==> config.mk <==
export PLATFORM = sky130hd
export DESIGN_NAME = dp_controller_flat
export DESIGN_NICKNAME = d
export VERILOG_FILES = /design/src/rtl/dp_controller_if.sv /design/src/rtl/dp_controller.sv /design/src/flat_wrapper.sv
export SDC_FILE = /design/constraint.sdc
export NUM_CORES = 1
export LEC_CHECK = 0
export ABC_CLOCK_PERIOD_IN_PS = 1800
export CORE_ASPECT_RATIO = 1.25
export CORE_MARGIN = 5
export CORE_UTILIZATION = 33
export CTS_CLUSTER_DIAMETER = 50
export DETAILED_ROUTE_END_ITERATION = 8
export HOLD_SLACK_MARGIN = 0.1
export PLACE_DENSITY = 0.79
export SYNTH_ARGS = -nofsm -noshare
export SYNTH_HDL_FRONTEND = slang
export SYNTH_SLANG_ARGS = --single-unit
export TNS_END_PERCENT = 20
==> constraint.sdc <==
create_clock -name clk -period 1.8 [get_ports clk]
set_input_delay 0.27 -clock clk [delete_from_list [all_inputs] [get_ports clk]]
set_output_delay 0.27 -clock clk [all_outputs]
set_load 0.02 [all_outputs]
==> src/rtl/dp_controller_if.sv <==
// Instruction handshake bundle between an instruction source and dp_controller.
// Handshake: a transfer happens on a rising clk edge where instr_valid and
// instr_ready are both high; the source holds instr stable until then.
interface dp_controller_if;
    logic        instr_valid;
    logic [31:0] instr;
    logic        instr_ready;

    modport master (output instr_valid, output instr, input instr_ready);
    modport slave  (input instr_valid, input instr, output instr_ready);
endinterface

==> src/rtl/dp_controller.sv <==
// dp_controller: multi-cycle control FSM for the ARM32 data-processing datapath.
// FETCH -> DECODE -> LOAD -> EXEC -> WB; DECODE returns to FETCH on an illegal
// instruction or a failed condition.
// Optional feature macro COND_EXEC_EN: when defined, the condition field is
// evaluated against NZCV in status_in; otherwise every legal instruction runs as AL.
// Handshake: instruction accepted on a rising edge with instr_valid && instr_ready;
// instr_ready is high only in FETCH, so instr_valid while busy is ignored.
module dp_controller #(
    parameter int FLAG_MSB = 31
) (
    input  logic                clk,
    input  logic                rst_n,
    dp_controller_if.slave      ifc,
    input  logic [31:0]         status_in,
    output logic [3:0]          w_addr,
    output logic [3:0]          A_addr,
    output logic [3:0]          B_addr,
    output logic [3:0]          shift_addr,
    output logic                w_en,
    output logic                en_A,
    output logic                en_B,
    output logic                en_C,
    output logic                en_status,
    output logic                wb_sel,
    output logic                sel_A,
    output logic                sel_B,
    output logic                sel_shift,
    output logic [1:0]          shift_op,
    output logic [31:0]         shift_imme,
    output logic [31:0]         imme_data,
    output logic [2:0]          ALU_op,
    output logic                busy,
    output logic                illegal,
    output logic [2:0]          dbg_state
);

    typedef enum logic [2:0] {
        S_FETCH  = 3'd0,
        S_DECODE = 3'd1,
        S_LOAD   = 3'd2,
        S_EXEC   = 3'd3,
        S_WB     = 3'd4
    } state_t;

    state_t      r_state;
    state_t      w_next;
    logic [31:0] r_ir;
    logic        w_op_ok;
    logic        w_is_cmp;
    logic        w_legal;
    logic        w_cond_pass;
    logic [63:0] w_imm_dbl;
    logic        w_unused_status;

    // Only the NZCV nibble of status_in matters to this block.
    assign w_unused_status = ^status_in;

    // State register and instruction register; IR loads only on an accepted handshake.
    always_ff @(posedge clk or negedge rst_n) begin
        if (!rst_n) begin
            r_state <= S_FETCH;
            r_ir    <= '0;
        end else begin
            r_state <= w_next;
            if (r_state == S_FETCH && ifc.instr_valid) begin
                r_ir <= ifc.instr;
            end
        end
    end

    // Opcode decode: ALU operation and whether the opcode is supported.
    always_comb begin
        w_op_ok = 1'b0;
        ALU_op  = 3'b000;
        case (r_ir[24:21])
            4'b0000: begin w_op_ok = 1'b1;     ALU_op = 3'b010; end
            4'b0001: begin w_op_ok = 1'b1;     ALU_op = 3'b100; end
            4'b0010: begin w_op_ok = 1'b1;     ALU_op = 3'b001; end
            4'b0100: begin w_op_ok = 1'b1;     ALU_op = 3'b000; end
            4'b1100: begin w_op_ok = 1'b1;     ALU_op = 3'b011; end
            4'b1010: begin w_op_ok = r_ir[20]; ALU_op = 3'b001; end
            4'b1101: begin w_op_ok = 1'b1;     ALU_op = 3'b000; end
            default: begin w_op_ok = 1'b0;     ALU_op = 3'b000; end
        endcase
    end

    assign w_is_cmp = (r_ir[24:21] == 4'b1010);
    // A register-specified shift needs bit 7 clear; NV is never executable.
    assign w_legal  = (r_ir[27:26] == 2'b00) && (r_ir[15:12] != 4'hF) && w_op_ok
                   && !(!r_ir[25] && r_ir[4] && r_ir[7]) && (r_ir[31:28] != 4'hF);

`ifdef COND_EXEC_EN
    // Standard ARM condition evaluation against N,Z,C,V.
    always_comb begin
        logic w_n, w_z, w_c, w_v;
        w_n = status_in[FLAG_MSB];
        w_z = status_in[FLAG_MSB-1];
        w_c = status_in[FLAG_MSB-2];
        w_v = status_in[FLAG_MSB-3];
        w_cond_pass = 1'b1;
        case (r_ir[31:28])
            4'h0: w_cond_pass = w_z;
            4'h1: w_cond_pass = !w_z;
            4'h2: w_cond_pass = w_c;
            4'h3: w_cond_pass = !w_c;
            4'h4: w_cond_pass = w_n;
            4'h5: w_cond_pass = !w_n;
            4'h6: w_cond_pass = w_v;
            4'h7: w_cond_pass = !w_v;
            4'h8: w_cond_pass = w_c && !w_z;
            4'h9: w_cond_pass = !w_c || w_z;
            4'hA: w_cond_pass = (w_n == w_v);
            4'hB: w_cond_pass = (w_n != w_v);
            4'hC: w_cond_pass = !w_z && (w_n == w_v);
            4'hD: w_cond_pass = w_z || (w_n != w_v);
            default: w_cond_pass = 1'b1;
        endcase
    end
`else
    assign w_cond_pass = 1'b1;
`endif

    // Operand/address fields are pure functions of IR, stable from DECODE to WB.
    always_comb begin
        w_imm_dbl  = {24'b0, r_ir[7:0], 24'b0, r_ir[7:0]} >> {r_ir[11:8], 1'b0};
        imme_data  = w_imm_dbl[31:0];
        shift_imme = {27'b0, r_ir[11:7]};
        shift_op   = r_ir[6:5];
        sel_shift  = r_ir[4];
        sel_B      = r_ir[25];
        sel_A      = (r_ir[24:21] == 4'b1101);
        shift_addr = r_ir[11:8];
        A_addr     = r_ir[19:16];
        B_addr     = r_ir[3:0];
        w_addr     = r_ir[15:12];
        wb_sel     = 1'b0;
    end

    // Next-state and per-state enables; each enable is high only in its own state.
    always_comb begin
        w_next          = r_state;
        ifc.instr_ready = 1'b0;
        en_A            = 1'b0;
        en_B            = 1'b0;
        en_C            = 1'b0;
        en_status       = 1'b0;
        w_en            = 1'b0;
        illegal         = 1'b0;
        case (r_state)
            S_FETCH: begin
                ifc.instr_ready = 1'b1;
                if (ifc.instr_valid) w_next = S_DECODE;
            end
            S_DECODE: begin
                if (!w_legal) begin
                    illegal = 1'b1;
                    w_next  = S_FETCH;
                end else if (!w_cond_pass) begin
                    w_next = S_FETCH;
                end else begin
                    w_next = S_LOAD;
                end
            end
            S_LOAD: begin
                en_A   = 1'b1;
                en_B   = 1'b1;
                w_next = S_EXEC;
            end
            S_EXEC: begin
                en_C      = 1'b1;
                en_status = r_ir[20] | w_is_cmp;
                w_next    = S_WB;
            end
            S_WB: begin
                w_en   = !w_is_cmp;
                w_next = S_FETCH;
            end
            default: w_next = S_FETCH;
        endcase
    end

    assign busy      = (r_state != S_FETCH);
    assign dbg_state = r_state;

endmodule

==> src/flat_wrapper.sv <==
// flat-port wrapper written by rule: the top's interface ports become plain ports
module dp_controller_flat 
#(
    parameter int FLAG_MSB = 31
)
  (clk, rst_n, status_in, w_addr, A_addr, B_addr, shift_addr, w_en, en_A, en_B, en_C, en_status, wb_sel, sel_A, sel_B, sel_shift, shift_op, shift_imme, imme_data, ALU_op, busy, illegal, dbg_state, ifc_instr_valid, ifc_instr, ifc_instr_ready);
  dp_controller_if ifc_i ();
  input  logic clk;
  input  logic rst_n;
  input  logic [31:0] status_in;
  output logic [3:0] w_addr;
  output logic [3:0] A_addr;
  output logic [3:0] B_addr;
  output logic [3:0] shift_addr;
  output logic w_en;
  output logic en_A;
  output logic en_B;
  output logic en_C;
  output logic en_status;
  output logic wb_sel;
  output logic sel_A;
  output logic sel_B;
  output logic sel_shift;
  output logic [1:0] shift_op;
  output logic [31:0] shift_imme;
  output logic [31:0] imme_data;
  output logic [2:0] ALU_op;
  output logic busy;
  output logic illegal;
  output logic [2:0] dbg_state;
  input wire logic [$bits(ifc_i.instr_valid)-1:0] ifc_instr_valid;
  input wire logic [$bits(ifc_i.instr)-1:0] ifc_instr;
  output wire logic [$bits(ifc_i.instr_ready)-1:0] ifc_instr_ready;
  assign ifc_i.instr_valid = ifc_instr_valid;
  assign ifc_i.instr = ifc_instr;
  assign ifc_instr_ready = ifc_i.instr_ready;
  dp_controller #(.FLAG_MSB(FLAG_MSB)) u_core (.clk(clk), .rst_n(rst_n), .ifc(ifc_i), .status_in(status_in), .w_addr(w_addr), .A_addr(A_addr), .B_addr(B_addr), .shift_addr(shift_addr), .w_en(w_en), .en_A(en_A), .en_B(en_B), .en_C(en_C), .en_status(en_status), .wb_sel(wb_sel), .sel_A(sel_A), .sel_B(sel_B), .sel_shift(sel_shift), .shift_op(shift_op), .shift_imme(shift_imme), .imme_data(imme_data), .ALU_op(ALU_op), .busy(busy), .illegal(illegal), .dbg_state(dbg_state));
endmodule
Word level (Yosys, flattened, before mapping)
Index checks and enable logic that the tools add are counted.
{"block": "totals", "reg_bits": 35, "out_inout_bits": 100, "wordCells": 45}
{"block": "op_classes", "muxes": 12, "bitwise": 1, "shifts": 1, "reduce_logical": 16, "n_eq_ne": 13}
{"cell": "40-bit by 5-bit >> shifter with 32-bit output", "n": 1}
{"cell": "3-bit case mux with 4 select lines", "n": 2}
{"cell": "4-bit equality test, second input constant", "n": 3}
{"cell": "4-bit != test, second input constant", "n": 2}
{"cell": "1-bit logical AND", "n": 7}
{"cell": "1-bit two-way mux", "n": 7}
{"cell": "3-bit by 2-bit equality test with 1-bit output, second input constant", "n": 2}
{"cell": "6-bit OR reduction", "n": 1}
{"cell": "4-bit by 1-bit equality test with 1-bit output, second input constant", "n": 1}
{"cell": "4-bit by 2-bit equality test with 1-bit output, second input constant", "n": 1}
{"cell": "4-bit by 3-bit equality test with 1-bit output, second input constant", "n": 1}
{"cell": "4-bit zero test", "n": 1}
{"cell": "3-bit by 1-bit equality test with 1-bit output, second input constant", "n": 1}
{"cell": "3-bit equality test, second input constant", "n": 1}
{"cell": "1-bit zero test", "n": 3}
{"cell": "3-bit zero test", "n": 1}
{"cell": "3-bit two-way mux", "n": 1}
{"cell": "3-bit nonzero test", "n": 1}
{"cell": "2-bit zero test", "n": 1}
{"cell": "2-bit two-way mux", "n": 1}
{"cell": "2-bit != test, second input constant", "n": 1}
{"cell": "1-bit case mux with 2 select lines", "n": 1}
{"cell": "2-bit OR reduction", "n": 1}
{"cell": "1-bit bitwise OR", "n": 1}

Longest topological paths before layout
Gate-level depths: netlist of the first run.
{"block": "logic_depth", "ltp_word": 8, "ltp_mapped": 7, "mapped_depth_nobuf": 5}

Worst setup path before layout of the first run
No wires, ideal clock.
{"block": "synth_timing", "path_kind": "reg-to-reg", "start": "register u_core.r_state[2], in the netlist u_core.dbg_state[2]", "end": "register u_core.r_ir[18]", "slack_ns": -0.094, "stages_incl_launch_ff": 7, "arrival_ns": 1.767, "path_buffers": 2, "cell_sequence": "dfrtp_1 or3_4 inv_2 and2_4 buf_12 buf_8 mux2_1"}
{"block": "synth_via", "elab_chain_len": 2}
{"element": "start, declared", "line_no": "dp_controller.sv:45", "source": "state_t r_state;"}
{"element": "start signal, assigned", "line_no": "dp_controller.sv:64", "source": "r_state <= w_next;"}
{"element": "3-bit zero test", "line_no": "dp_controller.sv:65", "source": "if (r_state == S_FETCH && ifc.instr_valid) begin"}
{"element": "1-bit logical AND", "line_no": "dp_controller.sv:65"}
{"element": "end signal, assigned", "line_no": "dp_controller.sv:66", "source": "r_ir <= ifc.instr;"}
{"element": "end, declared", "line_no": "dp_controller.sv:47", "source": "logic [31:0] r_ir;"}
No other way between the ends.
A chain may end at the register's enable or synchronous reset.

Worst setup path after layout of the first run
{"block": "layout_timing", "start": "register u_core.r_ir[8]", "end": "output imme_data[10]"}
{"block": "layout_via", "elab_chain_len": 1}
{"element": "40-bit by 5-bit >> shifter with 32-bit output", "line_no": "dp_controller.sv:125", "source": "w_imm_dbl = {24'b0, r_ir[7:0], 24'b0, r_ir[7:0]} >> {r_ir[11:8], 1'b0};"}
{"element": "end, declared", "line_no": "flat_wrapper.sv:26", "source": "output logic [31:0] imme_data;"}
No other way between the ends.

==> results of run 1 <==
-- stage by stage --
| step | setup slack [ns] | cells | TNS [ns] | power, W | hold WS (ns) |
|---|---|---|---|---|---|
| after floorplan | -0.0271 | 262 | -0.707 | 0.00532 | -0.0256 |
| after global placement | -0.433 | 449 | -11.40 | 0.00772 | 0.333 |
| after detailed placement | -0.474 | 449 | -12.58 | 0.00781 | 0.342 |
| after CTS | -0.275 | 459 | -5.63 | 0.00837 | 0.524 |
| after global routing | -0.406 | 465 | -7.36 | 0.00948 | 0.527 |
| final | -0.310 | 465 | -4.64 | 0.00892 | 0.516 |
-- power by group --
part | switching [W] | internal (W) | total (W)
Clock | 0.000261 | 0.000271 | 0.000532
Sequential | 0.000413 | 0.00120 | 0.00162
Combinational | 0.00317 | 0.00360 | 0.00677
-- worst paths after layout --
kind                                startpoint         endpoint  slack [ns]  cells after the start
setup / recovery                u_core.r_ir[8]    imme_data[10]       -0.31                      6
hold / removal                 u_core.r_ir[17]  u_core.r_ir[17]        0.52                      1
setup reg to reg           u_core.dbg_state[1]  u_core.r_ir[27]        0.07                      5
hold reg to reg                u_core.r_ir[17]  u_core.r_ir[17]        0.52                      1
max in group asynchronous                rst_n   u_core.r_ir[4]        0.86                      3
min in group asynchronous                rst_n  u_core.r_ir[13]        0.58                      3
-- kinds of logic after synthesis --
family	count (synthesis)	synth area share, %
buffers and inverters	66	20.7
and+or+nand+nor	63	14.2
muxes	41	21.6
DFF	35	35.8
AOI/OAI and AO/OA	29	7.61
other	1	0.153
-- layer usage --
| metal | global-route usage, % | vias up | wire (um) |
|---|---|---|---|
| met5 | 0 | - | 0 |
| met3 | 4.50 | 17 | 735 |
| met2 | 25.4 | 114 | 3630 |
| li1 | - | 999 | - |
| met4 | 4.90 | 0 | 193 |
| met1 | 15.8 | 997 | 2510 |
-- cell usage in the layout, fill, tap and decap left out, types with 4 or more instances in the layout --
master | synthesis | layout
and2_1 | 5 | 4
buf_2 | 0 | 8
buf_4 | 53 | 64
buf_6 | 0 | 21
clkbuf_8 | 0 | 5
clkdlybuf4s50_1 | 0 | 54
conb_1 | 1 | 28
dfrtp_1 | 35 | 29
dfrtp_2 | 0 | 6
dlygate4sd2_1 | 0 | 8
dlymetal6s2s_1 | 0 | 4
mux2_2 | 9 | 4
mux2_4 | 20 | 31
mux2i_1 | 6 | 5
nand2_1 | 12 | 12
nor2_1 | 15 | 12
nor2b_1 | 11 | 6
o22ai_1 | 13 | 6
o22ai_2 | 0 | 7
-- what timing repair did --
action / in CTS / in global routing
hold buffers: 1 / 0
pin swaps: 6 / 13
endpoints found under the hold margin: 35 / 0
buffers inserted: 2 / 6
setup endpoints to repair: 49 / 41
gates resized for setup: 197 / 67
-- critical path, cell delays in order (launching register included) --
cell and delay [ns]:
dfrtp_2 0.46, buf_6 0.15, mux2i_4 0.18, o22a_1 0.26
mux2i_1 0.20, and2_1 0.19, buf_6 0.12
-- sequential cells by signal, indices dropped and copies added, names as in the netlist --
register          flops
u_core.r_ir          32
u_core.dbg_state      3
-- area by class of cell --
class	count	area [um2]	area share [%]
Timing Repair Buffer	166	1500	37.8
Clock inverter	1	5.00	0.126
Multi-Input combinational cell	161	1370	34.6
Clock buffer	7	76.3	1.93
Sequential cell	35	883	22.3
Inverter	3	13.8	0.347
Tap cell	92	115	2.90
==> results.py, run 1 <==
metrics = {
    "status": {
        "status": "finished, violations left",
        "violations": "setup timing",
    },
    "critical_path": {
        "path_class": "reg2out",
        "crit_path_end_kind": "primary output",
        "critPathRequiredTime_ns": 1.53,
        "cp_max_fo": 6,
        "setup.worst_path.start_class": "flip-flop",
        "cp.arrival_ns": 1.84,
    },
    "cells_and_area": {
        "fin_area_um2": 3960,
        "syn2layout_area_growth_pct": 61.8,
        "fin_nets": 439,
        "drive_gt1_share_pct": 48.0,
        "diodes": 0,
        "fillers": 657,
        "final_util_pct": 54.2,
    },
    "floorplan": {
        "initial_utilization_pct": 33.5,
        "die_height_um": 106,
        "dieArea_um2": 9260,
        "ioPinCount": 167,
        "core-area_um2": 7310,
        "rows": 35,
        "die_x_um": 87.1,
    },
    "clock_network": {
        "path_clk_slew_ns": 0.07,
        "ctsLongestPathBuffers": 2,
        "root_buffer": "clkbuf_8",
        "h-tree-depth": 2,
        "cts_sinks": 35,
        "clock_latency_ns": 0.28,
        "cts_tree": "yes",
        "numCtsBuffers": 5,
    },
    "routing": {
        "dr.pass1.iters": 4,
        "first_iter_violations": 61,
        "drc": 0,
        "antenna_left": 0,
        "vias": 2127,
        "wire_per_inst_um": 15.2,
        "routed_wl_mm": 7.06,
        "via_per_inst": 4.57,
    },
    "logic_synthesis": {
        "synthTopCellsByArea": "dfrtp_1 36%, buf_4 16%, mux2_4 12%, mux2_2 4.1%, o22ai_1 3.3%",
        "synth-edff-count": 0,
        "syn_avg_cell_area_um2": 10.4,
        "synth_cell_types": 39,
        "synthArstFlopShare_pct": 100,
        "synth_flop_cell": "dfrtp_1",
        "ys_seq_area_share_pct": 35.8,
        "synth_most_common_cell": "buf_4",
        "synth_warnings": 0,
        "synth_commonest_cells": "53 x buf_4, 35 x dfrtp_1, 20 x mux2_4, 15 x nor2_1, 13 x o22ai_1",
        "synth_top_cell_by_area": "dfrtp_1",
        "syn-cell-area_um2": 2450,
        "synth-seq-cells": 35,
        "synth_cells": 235,
        "synth.top_cell.area_share_pct": 35.8,
    },
    "global_routing": {
        "grt_pass1_vias": 2169,
        "antenna_found_initial": 0,
        "grtUsageTotal_pct": 14.3,
        "grt_pass1_wl_mm": 10.6,
        "grt_max_degree": 36,
        "grt_overflow_total": 0,
    },
    "sta": {
        "slew_violations": 0,
        "setup_slack_ns": -0.310,
        "fin_crit_ns": 2.11,
        "fin_worst_skew_ns": 0.00588,
        "max_freq_mhz": 474,
        "period_share_pct": 117,
        "finalSetupViolCount": 33,
        "rsz0062_at_grt": "yes",
        "finalHoldViolCount": 0,
    },
    "power": {
        "ir_drop_uv": 1140,
        "p_leak_nw": 1.91,
        "power_density_nw_per_um2": 2250,
    },
    "placed_design": {
        "place_hpwl_mm": 5.18,
        "place.port_buffers": 106,
        "gp_congestion": 0.864,
        "place_area_um2": 3670,
    },
    "flow_run": {
        "maxCapViolations": 0,
    },
    "min_path": {
        "hp-class": "reg2reg",
    },
}
Note: power is estimated with default switching activity, not from simulation.
==> inputs of run 2 (changes only) <==
--- a/config.mk
+++ b/config.mk
@@ -5,14 +5,16 @@
 export SDC_FILE = /design/constraint.sdc
 export NUM_CORES = 1
 export LEC_CHECK = 0
-export ABC_CLOCK_PERIOD_IN_PS = 1800
+export ABC_AREA = 1
+export ABC_CLOCK_PERIOD_IN_PS = 2200
 export CORE_ASPECT_RATIO = 1.25
 export CORE_MARGIN = 5
-export CORE_UTILIZATION = 33
+export CORE_UTILIZATION = 37
 export CTS_CLUSTER_DIAMETER = 50
+export CTS_CLUSTER_SIZE = 12
 export DETAILED_ROUTE_END_ITERATION = 8
 export HOLD_SLACK_MARGIN = 0.1
-export PLACE_DENSITY = 0.79
+export PLACE_DENSITY = 0.82
 export SYNTH_ARGS = -nofsm -noshare
 export SYNTH_HDL_FRONTEND = slang
 export SYNTH_SLANG_ARGS = --single-unit
==> constraint.sdc (replaced) <==
create_clock -name clk -period 2.2 [get_ports clk]
set_input_delay 0.33 -clock clk [delete_from_list [all_inputs] [get_ports clk]]
set_output_delay 0.33 -clock clk [all_outputs]
set_load 0.02 [all_outputs]
==> results.py, run 2 <==
metrics = {
    "global_routing": {
        "grt_busiest_layer": "met2",
        "grt_max_degree": 43,
        "gr-usage-met2_pct": 28.4,
        "grt_pass1_vias": 2388,
        "antenna_found_initial": 0,
        "grt_util_met1_pct": 17.9,
        "grt_overflow_total": 0,
        "met3_usage_pct": 5.55,
        "grt_pass1_wl_mm": 11.3,
        "grtUsageTotal_pct": 15.8,
    },
    "logic_synthesis": {
        "synth_top_cell_by_area": "dfrtp_1",
        "synth_flop_cell": "dfrtp_1",
        "syn_avg_cell_area_um2": 7.02,
        "syn-cell-area_um2": 2570,
        "synth-seq-cells": 35,
        "synth_cells": 366,
        "ys_seq_area_share_pct": 34.1,
        "synth_most_common_cell": "nand2_1",
        "synth-edff-count": 0,
        "synthTopCellsByArea": "dfrtp_1 34%, buf_4 17%, nand2_1 16%, nand3_1 6.0%, nor2_1 5.8%",
        "synthArstFlopShare_pct": 100,
        "synth_cell_types": 24,
        "synth_warnings": 0,
        "synth.top_cell.area_share_pct": 34.1,
        "synth_commonest_cells": "108 x nand2_1, 57 x buf_4, 40 x nor2_1, 35 x dfrtp_1, 31 x nand3_1",
    },
    "critical_path": {
        "critPathRequiredTime_ns": 1.87,
        "cp_max_fo": 4,
        "rr_worst_depth": 5,
        "reg2reg_to": "u_core.r_ir[10]",
        "regToRegStartpoint": "u_core.dbg_state[1]",
        "r2r_slack_ns": 0.57,
        "path_class": "reg2out",
        "cp.arrival_ns": 1.79,
        "crit_path_end_kind": "primary output",
        "setup.worst_path.start_class": "flip-flop",
    },
    "routing": {
        "via_per_inst": 4.59,
        "vias": 2489,
        "wire_per_inst_um": 13.1,
        "first_iter_violations": 61,
        "drc": 0,
        "dr.pass1.iters": 4,
        "routed_wl_mm": 7.08,
        "antenna_left": 0,
    },
    "clock_network": {
        "ctsHoldBuffers": 0,
        "path_clk_slew_ns": 0.07,
        "ctsLongestPathBuffers": 2,
        "cts_sinks": 35,
        "cts_tree": "yes",
        "clock_latency_ns": 0.28,
        "numCtsBuffers": 5,
        "h-tree-depth": 2,
        "root_buffer": "clkbuf_8",
    },
    "power": {
        "power_density_nw_per_um2": 1640,
        "p_leak_nw": 1.87,
        "ir_drop_uv": 1040,
    },
    "placed_design": {
        "place.port_buffers": 106,
        "place_area_um2": 3430,
        "gp_congestion": 0.845,
        "place_hpwl_mm": 5.41,
        "dp_slack_ns": 0.0905,
    },
    "cells_and_area": {
        "regMostFlops": "u_core.r_ir",
        "syn2layout_area_growth_pct": 38.9,
        "final_util_pct": 52.1,
        "fin_nets": 518,
        "fin_area_um2": 3570,
        "drive_gt1_share_pct": 11.1,
        "final_common_cell": "nand2_1",
        "diodes": 0,
        "fillers": 684,
        "largest_register_ffs": 32,
        "final_cell_mix": "108 x nand2_1, 66 x clkdlybuf4s50_1, 40 x nor2_1",
    },
    "floorplan": {
        "initial_utilization_pct": 37.5,
        "ioPinCount": 167,
        "dieArea_um2": 8720,
        "rows": 34,
        "die_x_um": 84.5,
        "core-area_um2": 6850,
        "die_height_um": 103,
    },
    "status": {
        "status": "completed",
    },
    "sta": {
        "finalSetupViolCount": 0,
        "setup_slack_ns": 0.0848,
        "fin_crit_ns": 2.12,
        "period_share_pct": 96.1,
        "tightest_slew_ns": 0.789,
        "max_slew_margin_pct": 47.4,
        "rsz0062_at_grt": "yes",
        "slew_violations": 0,
        "hold_ws_ns": 0.132,
        "max_freq_mhz": 473,
        "fin_worst_skew_ns": 0.00550,
        "finalHoldViolCount": 0,
        "timing.setup.tns_ns": 0,
    },
    "min_path": {
        "hp-class": "in2async",
    },
    "flow_run": {
        "maxCapViolations": 0,
    },
}
[run 2: changes by cell type in the layout (fill, tap and decap cells not counted), moves of 12 or more]
cell,before,now
buf_6,21,0
nand3_1,3,31
mux2_4,31,0
dlygate4sd2_1,8,24
nor2_1,12,40
inv_1,2,14
clkdlybuf4s50_1,54,66
buf_4,64,14
nand2_1,12,108
[run 2: cell type report]
cell class / count / area (um2) / share of cell area, %
clock buffer: 6 / 82.6 / 2.31
clock inverter: 2 / 35.0 / 0.982
inverter: 17 / 72.6 / 2.03
multi-input combinational: 269 / 1230 / 34.4
sequential: 35 / 878 / 24.6
tap: 90 / 113 / 3.16
timing repair buffer: 122 / 1160 / 32.4
timing repair inverter: 1 / 5.00 / 0.140
[run 2: worst max path at each step]
stage / start / endpoint / cells past startpoint
2_1_floorplan: u_core.r_ir[8] / imme_data[20] / 6
5_1_grt: u_core.r_ir[8] / imme_data[7] / 7
3_3_place_gp: u_core.r_ir[8] / imme_data[23] / 7
6_report: u_core.r_ir[9] / imme_data[2] / 6
4_1_cts: u_core.r_ir[9] / imme_data[15] / 4
3_5_place_dp: u_core.r_ir[8] / imme_data[24] / 6
[run 2: logic make-up (layout without fill, tap and decap cells)]
| group | Yosys count | after routing | synth area share [%] |
|---|---|---|---|
| simple gates | 195 | 195 | 32.1 |
| buf+inv | 89 | 148 | 22.2 |
| compound gates | 46 | 46 | 11.5 |
| flops | 35 | 35 | 34.1 |
| other cells | 1 | 28 | 0.146 |
[run 2: critical path: stages (launching register included)]
cell and delay, ns:
dfrtp_2 0.42, clkinvlp_2 0.23, buf_4 0.20, nor3_1 0.23, nand2_1 0.07, nand2_1 0.07
clkdlybuf4s15_1 0.29
[run 2: power breakdown]
part           switching [W]  internal (W)  total, W
sequential          0.000301      0.000953   0.00125
combinational        0.00241       0.00158   0.00399
clock               0.000227      0.000367  0.000594
[run 2: routing by layer]
layer  vias up  routed length [um]  share of wire (%)
met2       113                3470                 49
met1      1101                2750                 39
met5         -                   0                  0
met4         0                 102                1.4
li1       1265                   -                  -
met3        10                 762                 11
[run 2: per-stage QoR]
step	total power, W	cells
5_1_grt	0.00632	542
2_1_floorplan	0.00398	393
6_report	0.00584	542
3_5_place_dp	0.00540	526
3_3_place_gp	0.00533	526
4_1_cts	0.00583	535
[run 2: repair_timing]
item                       in CTS  in global routing
gates resized for setup        35                 26
buffers inserted                1                  6
setup endpoints to repair      35                 25
cloned                          0                  1
==> inputs of run 3 (changes only) <==
--- a/config.mk
+++ b/config.mk
@@ -7,14 +7,14 @@
 export LEC_CHECK = 0
 export ABC_AREA = 1
 export ABC_CLOCK_PERIOD_IN_PS = 2200
-export CORE_ASPECT_RATIO = 1.25
+export CORE_ASPECT_RATIO = 1.5
 export CORE_MARGIN = 5
-export CORE_UTILIZATION = 37
+export CORE_UTILIZATION = 40
 export CTS_CLUSTER_DIAMETER = 50
 export CTS_CLUSTER_SIZE = 12
 export DETAILED_ROUTE_END_ITERATION = 8
+export DONT_BUFFER_PORTS = 1
 export HOLD_SLACK_MARGIN = 0.1
-export PLACE_DENSITY = 0.82
 export SYNTH_ARGS = -nofsm -noshare
 export SYNTH_HDL_FRONTEND = slang
 export SYNTH_SLANG_ARGS = --single-unit
==> constraint.sdc (replaced) <==
create_clock -name clk -period 2.2 [get_ports clk]
set_input_delay 0.33 -clock clk [delete_from_list [all_inputs] [get_ports clk]]
set_output_delay 0.33 -clock clk [all_outputs]
set_load 0.05 [all_outputs]
==> results.py, run 3 (synthesis gave the netlist of run 2 again) <==
metrics = {
    "routing": {
        "via_per_inst": 4.89,
        "antenna_left": 0,
        "routed_wl_mm": 6.74,
        "vias": 2301,
        "drc": 0,
        "wire_per_inst_um": 14.3,
        "dr.pass1.iters": 4,
        "first_iter_violations": 51,
    },
    "sta": {
        "finalSetupViolCount": 0,
        "fin_worst_skew_ns": 0.00647,
        "max_slew_margin_pct": 53.9,
        "period_share_pct": 93.6,
        "tightest_slew_ns": 0.690,
        "slew_violations": 0,
        "finalHoldViolCount": 0,
        "fin_crit_ns": 2.06,
        "max_freq_mhz": 486,
        "rsz0062_at_grt": "yes",
    },
    "global_routing": {
        "antenna_found_initial": 0,
        "grt_overflow_total": 0,
        "grt_max_degree": 43,
        "grt_pass1_vias": 2247,
        "grt_pass1_wl_mm": 10.7,
        "grtUsageTotal_pct": 16.7,
    },
    "min_path": {
        "worstHoldEndpoint": "u_core.r_ir[27]",
        "hp-class": "in2reg",
        "hold_depth": 2,
        "min_from": "ifc_instr[27]",
    },
    "cells_and_area": {
        "regMostFlops": "u_core.r_ir",
        "syn2layout_area_growth_pct": 16.4,
        "final_common_cell": "nand2_1",
        "diodes": 0,
        "finalNonFillerCells": 471,
        "largest_register_ffs": 32,
        "fin_nets": 463,
        "final_cell_mix": "108 x nand2_1, 61 x buf_4, 39 x nor2_1",
        "drive_gt1_share_pct": 23.2,
    },
    "clock_network": {
        "root_buffer": "clkbuf_8",
        "clock_latency_ns": 0.29,
        "ctsLongestPathBuffers": 2,
        "cts_tree": "yes",
        "h-tree-depth": 2,
        "path_clk_slew_ns": 0.08,
        "cts_sinks": 35,
        "numCtsBuffers": 5,
    },
    "status": {
        "status": "completed",
    },
    "critical_path": {
        "cp.arrival_ns": 1.73,
        "cp_max_fo": 3,
        "critPathRequiredTime_ns": 1.87,
        "regToRegStartpoint": "u_core.dbg_state[0]",
        "path_class": "reg2out",
        "rr_worst_depth": 5,
        "reg2reg_to": "u_core.r_ir[11]",
        "critical_path.cell_chain": "nand4_1 -> nand2_1 -> nor2_1 -> a21boi_1 -> buf_4",
        "cp_slowest_cell": "dfrtp_1",
        "r2r_slack_ns": 0.59,
        "crit_path_end_kind": "primary output",
        "cpPeakStageDelay_ns": 0.68,
        "setup.worst_path.start_class": "flip-flop",
    },
    "floorplan": {
        "initial_utilization_pct": 41.3,
        "die_x_um": 75.4,
        "die_height_um": 108,
        "ioPinCount": 167,
        "rows": 35,
        "dieArea_um2": 8160,
        "core-area_um2": 6220,
    },
    "placed_design": {
        "place_hpwl_mm": 5.21,
        "gp_congestion": 0.875,
        "place.port_buffers": 0,
        "placedCellCount": 456,
    },
    "flow_run": {
        "maxCapViolations": 0,
    },
}
==> run 3: changes by cell type in the layout (fill, tap and decap cells not counted), sizes merged, moves of 3 or more <==
cell and delta:
clkdlybuf4s50 -66, dlygate4sd2 -24, clkdlybuf4s15 -3, clkbuf -7, buf +50, dlymetal6s2s -6
==> run 3: layout make-up <==
class / instances / area (um2)
Fill cell: 653 / 3230
Multi-Input combinational cell: 269 / 1230
Sequential cell: 35 / 877
Timing Repair Buffer: 68 / 588
Tap cell: 74 / 92.6
Clock buffer: 5 / 68.8
Inverter: 17 / 68.8
Clock inverter: 3 / 67.6
==> run 3: how the worst max path moves through the flow <==
| stage | slack (ns) | startpoint | to |
|---|---|---|---|
| 6_report | 0.14 | u_core.r_ir[12] | illegal |
| 5_1_grt | 0.00002 | u_core.r_ir[8] | imme_data[22] |
| 4_1_cts | 0.1 | u_core.r_ir[12] | illegal |
| 3_5_place_dp | 0.17 | u_core.r_ir[8] | imme_data[13] |
| 3_3_place_gp | 0.19 | u_core.r_ir[8] | imme_data[16] |
| 2_1_floorplan | -0.23 | u_core.dbg_state[2] | en_status |
==> run 3: timing repair <==
action,CTS,global route
cloned,0,0
hold endpoints to repair,35,0
gates resized for setup,2,2
hold buffers,2,0
pin swaps,0,0
setup endpoints to repair,25,6
buffers inserted,0,5
==> run 3: critical path, delay by kind of cell, from the launching register on <==
kind | cells | cell delay, ns
DFF | 1 | 0.68
and+or+nand+nor | 3 | 0.40
buffers and inverters | 1 | 0.21
AOI/OAI and AO/OA | 1 | 0.15
==> run 3: metal layers <==
layer | global-route usage, % | part of all wire (%) | vias to the layer above | routed length (um)
met5 | 0 | 0 | - | 0
met4 | 5.63 | 1.9 | 0 | 128
met3 | 4.00 | 9.5 | 11 | 638
met2 | 30.4 | 52 | 97 | 3500
met1 | 18.2 | 37 | 1040 | 2460
li1 | - | - | 1153 | -
==> run 3: metrics by stage <==
step           worst slack (ns)  util, %  TNS [ns]  hold WS, ns  instance area (um2)
3_5_place_dp              0.175     44.7         0       0.0354                 2780
5_1_grt               0.0000169     48.1         0        0.160                 2990
3_3_place_gp              0.194     44.7         0       0.0356                 2780
2_1_floorplan            -0.233        -     -1.13       0.0344                 2670
6_report                  0.141     48.1         0        0.179                 2990
4_1_cts                  0.0967     47.4         0        0.169                 2950
Power of run 3 is left out: the tool's default activity adds up to more than one toggle a clock period on the data nets, which glitch-free logic cannot reach.
